`config.mk`:
```
export PLATFORM = sky130hd
export DESIGN_NAME = spike_rx_bank
export DESIGN_NICKNAME = d
export VERILOG_FILES = /design/src/rtl/snn_pkg.sv /design/src/rtl/spike_rx_chan.sv /design/src/rtl/spike_rx_bank.sv
export SDC_FILE = /design/constraint.sdc
export NUM_CORES = 1
export LEC_CHECK = 0
export CAP_MARGIN = 20
export CORE_ASPECT_RATIO = 1.2
export CORE_MARGIN = 1
export CORE_UTILIZATION = 56
export CTS_CLUSTER_DIAMETER = 150
export CTS_CLUSTER_SIZE = 20
export DETAILED_ROUTE_END_ITERATION = 16
export PLACE_DENSITY = 0.77
export SLEW_MARGIN = 0
export SYNTH_ARGS = -nofsm -noshare
export SYNTH_HDL_FRONTEND = slang
export SYNTH_HIERARCHICAL = 1
export SYNTH_SLANG_ARGS = --single-unit
```
`constraint.sdc`:
```
create_clock -name clk -period 8.35 [get_ports clk]
set_input_delay 1.2525 -clock clk [delete_from_list [all_inputs] [get_ports clk]]
set_output_delay 1.2525 -clock clk [all_outputs]
set_load 0.05 [all_outputs]
```
`src/rtl/snn_pkg.sv`:
```
// ---------------------------------------------------------------------------
// snn_pkg
//
// Shared definitions for the spiking-network node. It holds the default
// sizing of the inter-board spike receiver and the encoding of the per-channel
// pending-queue update.
//
// Contents:
//   N_CH_DEFAULT    number of inter-board spike channels (spikein1..14)
//   CNT_W_DEFAULT   width of each channel's pending-spike counter
//   DROP_W_DEFAULT  width of the saturating drop counter
//   PEND_MAX        largest pending count with the default counter width
//   pend_op_e       what a channel does to its pending count this cycle
// ---------------------------------------------------------------------------
package snn_pkg;

    localparam int N_CH_DEFAULT   = 14;
    localparam int CNT_W_DEFAULT  = 4;
    localparam int DROP_W_DEFAULT = 16;

    localparam int PEND_MAX = (1 << CNT_W_DEFAULT) - 1;

    // Queue operations are kept as named actions so the channel logic reads
    // as "decide what to do", then "do it".
    typedef enum logic [1:0] {
        PEND_HOLD  = 2'd0,
        PEND_INC   = 2'd1,
        PEND_DEC   = 2'd2,
        PEND_CLEAR = 2'd3
    } pend_op_e;

endpackage

```
`src/rtl/spike_rx_chan.sv`:
```
// ---------------------------------------------------------------------------
// spike_rx_chan
//
// One inter-board spike channel. The raw asynchronous spike line is brought
// into the clk domain, its rising edges are queued in a pending counter, and
// on each neuron tick at most one queued spike is released as a level that
// holds until the next tick.
//
// Ports:
//   clk           fast clock; all state lives here
//   reset_global  asynchronous active-high reset
//   spikein_i     raw asynchronous spike line
//   enable_i      channel enable; when low, edges are ignored and the queue
//                 is emptied
//   tick_i        one-cycle pulse, once per neuron_clk period
//   clear_i       synchronous clear of the sticky overflow flag
//   spike_o       registered spike level to the synapse
//   overflow_o    sticky flag: an edge was lost on a full queue
//   ovf_evt_o     single-cycle pulse for each lost edge (feeds drop_count)
// ---------------------------------------------------------------------------
module spike_rx_chan
    import snn_pkg::*;
#(
    parameter int CNT_W = CNT_W_DEFAULT
) (
    input  logic clk,
    input  logic reset_global,
    input  logic spikein_i,
    input  logic enable_i,
    input  logic tick_i,
    input  logic clear_i,
    output logic spike_o,
    output logic overflow_o,
    output logic ovf_evt_o
);

    localparam logic [CNT_W-1:0] PendMax = {CNT_W{1'b1}};

    logic             sync1_q;
    logic             sync2_q;
    logic             hist_q;
    logic             edgeDet;
    logic [CNT_W-1:0] pend_q;
    logic [CNT_W-1:0] pend_d;
    logic             spike_q;
    logic             spike_d;
    logic             ovf_q;
    logic             ovf_d;
    logic             ovfEvt;
    pend_op_e         pendOp;

    // Two-flop synchronizer for the raw line, followed by a history flop so a
    // rising edge can be seen as "now high, previously low".
    always_ff @(posedge clk or posedge reset_global) begin
        if (reset_global) begin
            sync1_q <= 1'b0;
            sync2_q <= 1'b0;
            hist_q  <= 1'b0;
        end else begin
            sync1_q <= spikein_i;
            sync2_q <= sync1_q;
            hist_q  <= sync2_q;
        end
    end

    // A disabled channel sees no edges at all, so it can never queue,
    // release or overflow.
    assign edgeDet = sync2_q & ~hist_q & enable_i;

    // Decide what happens to the queue this cycle. An edge coinciding with a
    // tick cancels out: either one queued spike leaves while a new one joins,
    // or, with an empty queue, the new edge goes straight to the output.
    // That is why a full queue can only overflow when no tick is present.
    always_comb begin
        pendOp = PEND_HOLD;
        ovfEvt = 1'b0;
        if (!enable_i) begin
            pendOp = PEND_CLEAR;
        end else if (edgeDet && !tick_i) begin
            if (pend_q == PendMax) begin
                ovfEvt = 1'b1;
            end else begin
                pendOp = PEND_INC;
            end
        end else if (tick_i && !edgeDet && (pend_q != '0)) begin
            pendOp = PEND_DEC;
        end
    end

    // Apply the queue action, refresh the spike level on ticks only, and keep
    // the overflow flag sticky until cleared. A clear on the same cycle as a
    // new overflow still leaves the flag low.
    always_comb begin
        pend_d = pend_q;
        unique case (pendOp)
            PEND_INC:   pend_d = pend_q + 1'b1;
            PEND_DEC:   pend_d = pend_q - 1'b1;
            PEND_CLEAR: pend_d = '0;
            default:    pend_d = pend_q;
        endcase

        spike_d = spike_q;
        if (tick_i) begin
            spike_d = (pend_q != '0) | edgeDet;
        end

        ovf_d = clear_i ? 1'b0 : (ovf_q | ovfEvt);
    end

    // Channel state register; reset throws away anything still queued.
    always_ff @(posedge clk or posedge reset_global) begin
        if (reset_global) begin
            pend_q  <= '0;
            spike_q <= 1'b0;
            ovf_q   <= 1'b0;
        end else begin
            pend_q  <= pend_d;
            spike_q <= spike_d;
            ovf_q   <= ovf_d;
        end
    end

    assign spike_o    = spike_q;
    assign overflow_o = ovf_q;
    assign ovf_evt_o  = ovfEvt;

endmodule

```
`src/rtl/spike_rx_bank.sv`:
```
// ---------------------------------------------------------------------------
// spike_rx_bank
//
// Inter-board spike receiver sitting between the FPGA-FPGA spike input pins
// and the synapse spike_in ports. Each line is synchronized and edge
// detected, edges are queued per channel, and one spike per channel per
// neuron_clk period is released as a level that is stable across the next
// neuron_clk rising edge. Edges lost on full queues are flagged and counted.
//
// Ports:
//   clk           fast clock (clk1); all state lives here
//   reset_global  asynchronous active-high reset, clears all state
//   neuron_clk    neuron clock, sampled as data
//   spikein       raw asynchronous spike lines, one per channel
//   ch_enable     per-channel enable
//   clear         synchronous pulse clearing overflow and drop_count
//   spike_out     registered spike levels to the synapses
//   overflow      sticky per-channel lost-edge flags
//   drop_count    saturating total of lost edges over all channels
// ---------------------------------------------------------------------------
module spike_rx_bank
    import snn_pkg::*;
#(
    parameter int N_CH   = N_CH_DEFAULT,
    parameter int CNT_W  = CNT_W_DEFAULT,
    parameter int DROP_W = DROP_W_DEFAULT
) (
    input  logic              clk,
    input  logic              reset_global,
    input  logic              neuron_clk,
    input  logic [N_CH-1:0]   spikein,
    input  logic [N_CH-1:0]   ch_enable,
    input  logic              clear,
    output logic [N_CH-1:0]   spike_out,
    output logic [N_CH-1:0]   overflow,
    output logic [DROP_W-1:0] drop_count
);

    localparam int PC_W  = $clog2(N_CH + 1);
    localparam int SUM_W = DROP_W + PC_W;
    localparam logic [DROP_W-1:0] DropMax = {DROP_W{1'b1}};

    logic              nclkSync1_q;
    logic              nclkSync2_q;
    logic              nclkHist_q;
    logic              tick;
    logic [N_CH-1:0]   ovfEvt;
    logic [PC_W-1:0]   ovfCount;
    logic [SUM_W-1:0]  dropSum;
    logic [DROP_W-1:0] drop_q;
    logic [DROP_W-1:0] drop_d;

    // neuron_clk is only ever treated as data: synchronize it and keep one
    // extra sample so its falling edge can be spotted.
    always_ff @(posedge clk or posedge reset_global) begin
        if (reset_global) begin
            nclkSync1_q <= 1'b0;
            nclkSync2_q <= 1'b0;
            nclkHist_q  <= 1'b0;
        end else begin
            nclkSync1_q <= neuron_clk;
            nclkSync2_q <= nclkSync1_q;
            nclkHist_q  <= nclkSync2_q;
        end
    end

    // Ticking on the falling edge puts the spike_out update mid-period, so
    // the released level has half a period of margin before the neuron_clk
    // rising edge that the synapses sample on.
    assign tick = nclkHist_q & ~nclkSync2_q;

    // One receiver per inter-board spike line.
    for (genvar g = 0; g < N_CH; g++) begin : g_chan
        spike_rx_chan #(
            .CNT_W (CNT_W)
        ) u_chan (
            .clk          (clk),
            .reset_global (reset_global),
            .spikein_i    (spikein[g]),
            .enable_i     (ch_enable[g]),
            .tick_i       (tick),
            .clear_i      (clear),
            .spike_o      (spike_out[g]),
            .overflow_o   (overflow[g]),
            .ovf_evt_o    (ovfEvt[g])
        );
    end

    // Several channels can drop an edge in the same cycle, so the counter
    // advances by the number of simultaneous drops and pins at its maximum
    // instead of wrapping. clear has priority over any drops that cycle.
    always_comb begin
        ovfCount = '0;
        for (int i = 0; i < N_CH; i++) begin
            ovfCount = ovfCount + PC_W'(ovfEvt[i]);
        end

        dropSum = SUM_W'(drop_q) + SUM_W'(ovfCount);

        drop_d = drop_q;
        if (clear) begin
            drop_d = '0;
        end else if (dropSum > SUM_W'(DropMax)) begin
            drop_d = DropMax;
        end else begin
            drop_d = dropSum[DROP_W-1:0];
        end
    end

    // Drop counter register.
    always_ff @(posedge clk or posedge reset_global) begin
        if (reset_global) begin
            drop_q <= '0;
        end else begin
            drop_q <= drop_d;
        end
    end

    assign drop_count = drop_q;

endmodule
```
; After elaboration in Yosys (flattened, before gate mapping)
; Index checks and enable logic that the tools add are counted.
[word_totals]
register_bits = 145
latch_bits = 0
ramBits = 0
rom_bits = 0
in_bits = 32
output_inout_bits = 44
elab_cells = 472
n_memories = 0
[op_classes]
add_sub_neg = 42
multipliers = 0
n_div = 0
magnitude_cmp = 1
eq_ne = 56
shift = 0
n_mux = 128
bitwise_logic = 72
reduce_logical = 85
[ops]
columns = op, count
row1 = 4-bit one-hot mux with 3 select lines, 14
row2 = 2-bit two-way mux, 42
row3 = 1-bit two-way mux, 70
row4 = "4-bit by 1-bit adder with 4-bit output, second input constant", 14
row5 = "2-bit equality test, second input constant", 28
row6 = "4-bit equality test, second input constant", 14
row7 = 4-bit nonzero test, 14
row8 = "4-bit by 1-bit subtractor with 4-bit output, second input constant", 14
row9 = 1-bit logical AND, 42
row10 = 3-bit nonzero test, 14
row11 = 4-bit by 1-bit adder with 4-bit output, 10
row12 = 16-bit two-way mux, 2
row13 = 1-bit AND, 29
row14 = "2-bit by 1-bit equality test with 1-bit output, second input constant", 14
row15 = 1-bit OR, 28
row16 = 16-bit by 4-bit adder with 17-bit output, 1
row17 = "17-bit by 16-bit > comparator with 1-bit output, second input constant", 1
row18 = 1-bit zero test, 15
row19 = 1-bit inverter, 15
row20 = 3-bit by 1-bit adder with 4-bit output, 1
row21 = 2-bit by 1-bit adder with 3-bit output, 1
row22 = 1-bit by 1-bit adder with 2-bit output, 1

; Depth between registers and ports, before layout
[depth]
ltp_word = 23
ltp_mapped = 16
mapped_depth_nobuf = 16

; Modules after synthesis
; The synthesis kept the hierarchy.
[by_module_without_submodules]
columns = mod, instances, cells_each, area_each_um2, seq_area_each_um2
row1 = spike_rx_chan, 14, 45, 499.2, 225.2
row2 = spike_rx_bank, 1, 126, 1302.5, 475.5

; Least setup slack after synthesis
; No wires, ideal clock.
[synth_timing]
path_type = register to register
startpoint = register nclkSync2_q
endpoint = register drop_q[10] (netlist: drop_count[10])
setup_time_ns = 0.087
arrival_ns = 6.960
required_ns = 8.263
slack_ns = 1.303
path_stages_with_launch = 16
n_path_buf = 1
period_less_slack_ns = 7.047
cell_sequence = dfrtp_1 -> nor2b_1 -> nor3b_1 -> fa_1 -> inv_1 -> fa_1 -> fa_1 -> fa_1 -> fa_1 -> inv_1 -> fa_1 -> a21oi_1 -> a2bb2oi_2 -> or3b_4 -> clkbuf_8 -> a211oi_2
[synth_via]
word_cells_on_any_way = 62
cone_classes = add/sub (14) / order compare (1) / mux (30) / bitwise (2) / reduce/logical (15)
[synth_rtl]
columns = element, line
row1 = from (decl), spike_rx_bank.sv:44  ; logic nclkSync2_q;
row2 = from (signal assigned), spike_rx_bank.sv:62  ; nclkSync2_q <= nclkSync1_q;
row3 = 1-bit inverter (*), spike_rx_bank.sv:70  ; assign tick = nclkHist_q & ~nclkSync2_q;
row4 = 1-bit AND (*), spike_rx_bank.sv:70
row5 = via tick, spike_rx_bank.sv:46  ; logic tick;
row6 = 1-bit zero test (*), spike_rx_chan.sv:79  ; end else if (edgeDet && !tick_i) begin
row7 = 1-bit logical AND (*), spike_rx_chan.sv:79
row8 = 1-bit two-way mux (*), spike_rx_chan.sv:79
row9 = 1-bit two-way mux (*), spike_rx_chan.sv:77  ; if (!enable_i) begin
row10 = via ovfEvt[4], spike_rx_bank.sv:47  ; logic [N_CH-1:0] ovfEvt;
row11 = 4-bit by 1-bit adder with 4-bit output (*) (10 in series), spike_rx_bank.sv:95  ; ovfCount = ovfCount + PC_W'(ovfEvt[i]);
row12 = 16-bit by 4-bit adder with 17-bit output (*), spike_rx_bank.sv:98  ; dropSum = SUM_W'(drop_q) + SUM_W'(ovfCount);
row13 = 17-bit by 16-bit > comparator with 1-bit output, spike_rx_bank.sv:103  ; end else if (dropSum > SUM_W'(DropMax)) begin
row14 = 16-bit two-way mux (*), spike_rx_bank.sv:103
row15 = 16-bit two-way mux (*), spike_rx_bank.sv:101  ; if (clear) begin
row16 = via drop_d[10], spike_rx_bank.sv:51  ; logic [DROP_W-1:0] drop_d;
row17 = to (signal assigned), spike_rx_bank.sv:115  ; drop_q <= drop_d;
row18 = to (decl), spike_rx_bank.sv:50  ; logic [DROP_W-1:0] drop_q;
; The timed path passes the listed nets; every way through them passes the cells marked *.
; A chain may end at the register's enable or synchronous reset.

; Worst setup path after layout
[layout_timing]
startpoint = input ch_enable[4]
endpoint = register drop_q[13] (netlist: drop_count[13])
[layout_via]
elab_chain_cells = 18
[layout_rtl]
columns = element, line
row1 = from (decl), spike_rx_bank.sv:32  ; input logic [N_CH-1:0] ch_enable,
row2 = 1-bit AND, spike_rx_chan.sv:68  ; assign edgeDet = sync2_q & ~hist_q & enable_i;
row3 = 1-bit logical AND, spike_rx_chan.sv:79
row4 = 1-bit two-way mux, spike_rx_chan.sv:79
row5 = 1-bit two-way mux (*), spike_rx_chan.sv:77
row6 = via ovfEvt[4], spike_rx_bank.sv:47
row7 = 4-bit by 1-bit adder with 4-bit output (*) (10 in series), spike_rx_bank.sv:95
row8 = 16-bit by 4-bit adder with 17-bit output (*), spike_rx_bank.sv:98
row9 = 17-bit by 16-bit > comparator with 1-bit output, spike_rx_bank.sv:103
row10 = 16-bit two-way mux (*), spike_rx_bank.sv:103
row11 = 16-bit two-way mux (*), spike_rx_bank.sv:101
row12 = via drop_d[13], spike_rx_bank.sv:51
; Marked as above.

==> results by group <==
Yosys
  – Synthesized flop and latch total: 145
  – Synth area leader: dfrtp_1
  – Syn avg cell area: 11.0 um^2
  – Synth cell count leaders: dfrtp_1 (145), nor2_1 (65), nand2_1 (61), inv_1 (48), ha_1 (36)
  – Post-synth ARST share: 1.00
  – Yosys cell types: 49
  – Synth Area in Compound Gates: 0.144
  – Seq/Total Area, Yosys: 0.438
  – Ys Warns: 6
  – Synth Area in Simple Gates: 0.206
  – Synth Area in XOR/XNOR: 0.0222
  – Cell with the most instances after synthesis: dfrtp_1
  – Mapped Nets: 848
  – Largest family of logic cells by synthesized area: simple AND/OR/NAND/NOR gates
  – Synth area leaders: dfrtp_1 (44%), fa_1 (5.8%), ha_1 (5.4%), mux2i_1 (3.4%), nor3_2 (3.4%)
  – Post-synth EDFFs: 0
  – Mapped Cells: 756
  – Top-area cell type share of the netlist area: 0.438
  – Mapped cell area: 0.00829 mm^2
  – Adder-Cell Fraction of Synth Area: 0.112
  – Top FF cell, synth: dfrtp_1
  – Mux cell area share after synthesis: 0.0338

Timing
  – Final Critical Period: 6.02 ns
  – Slew Viols, Final: 0
  – Peak Freq: 0.166 GHz
  – RSZ-0062 raised after global routing: no
  – Post-route setup TNS: 0 ns
  – Final worst slack: 2.33 ns
  – Slew margin rel.: 0.469
  – Final period util: 0.721
  – Worst Hold Margin: 0.347 ns
  – Clock skew: 0.0162 ns
  – Slew @ Worst Pin: 0.795 ns
  – Hold Vio Cnt, Final: 0
  – Final setup vio count: 0

Power and ir drop
  – Psw: 0.000500 W
  – Lkg Pwr: 4.50 nW
  – Clk pwr share: 0.420
  – Power Total: 0.00186 W
  – Sw Ratio: 0.268
  – Flop pwr share: 0.426
  – PwrDens: 192 mW/mm^2
  – Gate power share: 0.154
  – Worst vdd ir: 0.166 mV
  – Int Pwr: 0.00136 W

Worst setup path
  – FF-to-FF path depth: 15
  – Crit path cell chain: clkdlybuf4s50_1, nand3b_1, nor3b_1, fa_1, inv_1, fa_1, fa_1, fa_1, fa_1, inv_1, fa_1, a21oi_1, a2bb2oi_2, or3b_4, a41o_1, nor2_1
  – Crit path capture: drop_count[13]
  – R2R Setup Slk: 3.21 ns
  – Worst Path Required: 8.66 ns
  – Critical Path Start: ch_enable[4]
  – Slowest stage delay, CP: 0.61 ns
  – Worst path buffer plus inverter count: 3
  – Slowest stage cell, crit path: clkdlybuf4s50_1
  – Critical Path Stages: 16
  – Crit path max fanout: 13
  – Crit path max-delay family: adder cells
  – Critical Path Source Type: input port
  – FF-to-FF Start: nclkSync2_q
  – Critical path arrival: 6.33 ns
  – Setup Crit Path Kind: input port to flip-flop
  – FF-to-FF End: drop_count[13]
  – CP Capture Type: flip-flop
  – Most used cell, CP: fa_1

Placement
  – Setup WS pre-CTS: 1.91 ns
  – PortBufs: 75
  – Final RePlAce weighted congestion: 0.885
  – Final HPWL DP: 12600 um
  – Inst Count DP: 990

Layout
  – Finished Layout Cells: 1021
  – Number of antenna diodes: 0
  – Synth-to-layout area growth: 17.1%
  – Layout cell share with drive strength beyond 1: 0.143
  – Layout Nets: 926

Route
  – DR iter-0 viols: 420
  – DR pass1 iterations: 5
  – DRC: 0
  – Vias per Instance: 6.03
  – Routed wire length per instance: 17.0 um
  – DR vias: 6152
  – Antenna-violating nets left: 0
  – DRT Wirelength: 17400 um

Outcome
  – Status: finished clean

Global route
  – First-pass GRT wire length: 29700 um
  – Grt ovf: 0
  – Initial antenna violation count: 0
  – Gr usage total: 0.246
  – Vias in the first global route: 6290
  – Largest net degree at the start of global routing: 48

Die
  – FP Rows: 48
  – Die area: 0.0153 mm^2
  – Core Area: 0.0144 mm^2
  – Vert. Die Dim: 135 um
  – Starting Density: 0.575
  – Die X: 113 um
  – Ports: 76

Clock tree
  – Worst-Skew Late Latency: 0.43 ns
  – Hold buffer count at cts: 0
  – Clock buffer count from CTS: 17
  – Clk buf depth: 2
  – Post-CTS Setup Inserts: 0
  – CTS root buf: clkbuf_16
  – Sink Count: 145
  – H-tree Lvls: 4
  – # resized after CTS: 0
  – CTS tree: yes
  – Clk slew on worst S/H paths: 0.06 ns

Worst hold path
  – Hold crit path type: flip-flop to flip-flop

Job
  – Max_cap viols: 0
==> worst min-delay path by stage <==
stage                                   start                   endpoint  slack (ns)  cells after the start
floorplan            g_chan[0].u_chan/sync1_q   g_chan[0].u_chan/sync2_q        0.33                      0
CTS                  g_chan[1].u_chan/sync1_q   g_chan[1].u_chan/sync2_q        0.35                      0
detailed placement   g_chan[8].u_chan/sync1_q   g_chan[8].u_chan/sync2_q        0.34                      0
global route         g_chan[8].u_chan/sync1_q   g_chan[8].u_chan/sync2_q        0.35                      0
finish               g_chan[0].u_chan/sync1_q   g_chan[0].u_chan/sync2_q        0.35                      0
global placement    g_chan[11].u_chan/sync1_q  g_chan[11].u_chan/sync2_q        0.33                      0
==> power by group through the flow <==
| stage | registers, W | clock network, W | logic (W) |
|---|---|---|---|
| 2_1_floorplan | 0.000845 | 0 | 0.000160 |
| 3_3_place_gp | 0.000802 | 0 | 0.000275 |
| 3_5_place_dp | 0.000805 | 0 | 0.000286 |
| 4_1_cts | 0.000793 | 0.000802 | 0.000289 |
| 5_1_grt | 0.000800 | 0.000834 | 0.000314 |
| 6_report | 0.000794 | 0.000784 | 0.000287 |
==> state kept, by name, summed over array words and instances, names as in the netlist <==
name                      cells
nclkHist_q                    1
g_chan.u_chan/overflow_o     14
g_chan.u_chan/sync2_q        14
g_chan.u_chan/hist_q         14
g_chan.u_chan/spike_o        14
drop_count                   16
g_chan.u_chan/sync1_q        14
g_chan.u_chan/pend_q         56
nclkSync1_q                   1
nclkSync2_q                   1
==> routing by layer <==
metal	global-route usage	wire [um]
met3	0.0613	861
met2	0.418	8640
met5	0	0
met1	0.306	7550
met4	0.0863	331
==> cell type report <==
| class | instances | area [um^2] |
|---|---|---|
| clock buffers | 22 | 484 |
| clock inverters | 9 | 130 |
| fillers | 1068 | 4700 |
| inverters | 48 | 180 |
| multi-input cells | 545 | 4300 |
| flip-flops and latches | 145 | 3630 |
| well taps | 175 | 219 |
| repair buffers | 77 | 766 |
==> layout by cell type (no fill, tap or decap), drive strengths merged, types with 13 or more instances in the layout <==
cell and count:
a2111oi 14, a211oi 15, a21o 29, a21oi 13, a31oi 15, and2 15
and3b 14, and4 15, clkbuf 22, clkdlybuf4s50 75, dfrtp 145, fa 24
ha 36, inv 48, mux2i 28, nand2 61, nand3b 14, nor2 65
nor3 44, nor3b 14, nor4 14, o21a 15, o21ai 14, o311a 14
o311ai 14, or3b 15, xnor2 20
==> kinds of logic (layout without fill, tap and decap cells) <==
| group | count (synthesis) | count (layout) |
|---|---|---|
| AND/OR/NAND/NOR | 281 | 281 |
| AO/OA/AOI/OAI | 155 | 155 |
| flip-flops | 145 | 145 |
| buffers and inverters | 66 | 156 |
| adder cells (fa/ha/maj) | 60 | 60 |
| multiplexers | 28 | 28 |
| XOR/XNOR | 21 | 21 |
==> metrics by stage <==
stage               cell area [um^2]  utilization
global placement                9100        0.631
floorplan                       8290            -
detailed placement              9100        0.631
CTS                             9710        0.674
global route                    9710        0.674
finish                          9710        0.674
Note: power is estimated with default switching activity, not from simulation.
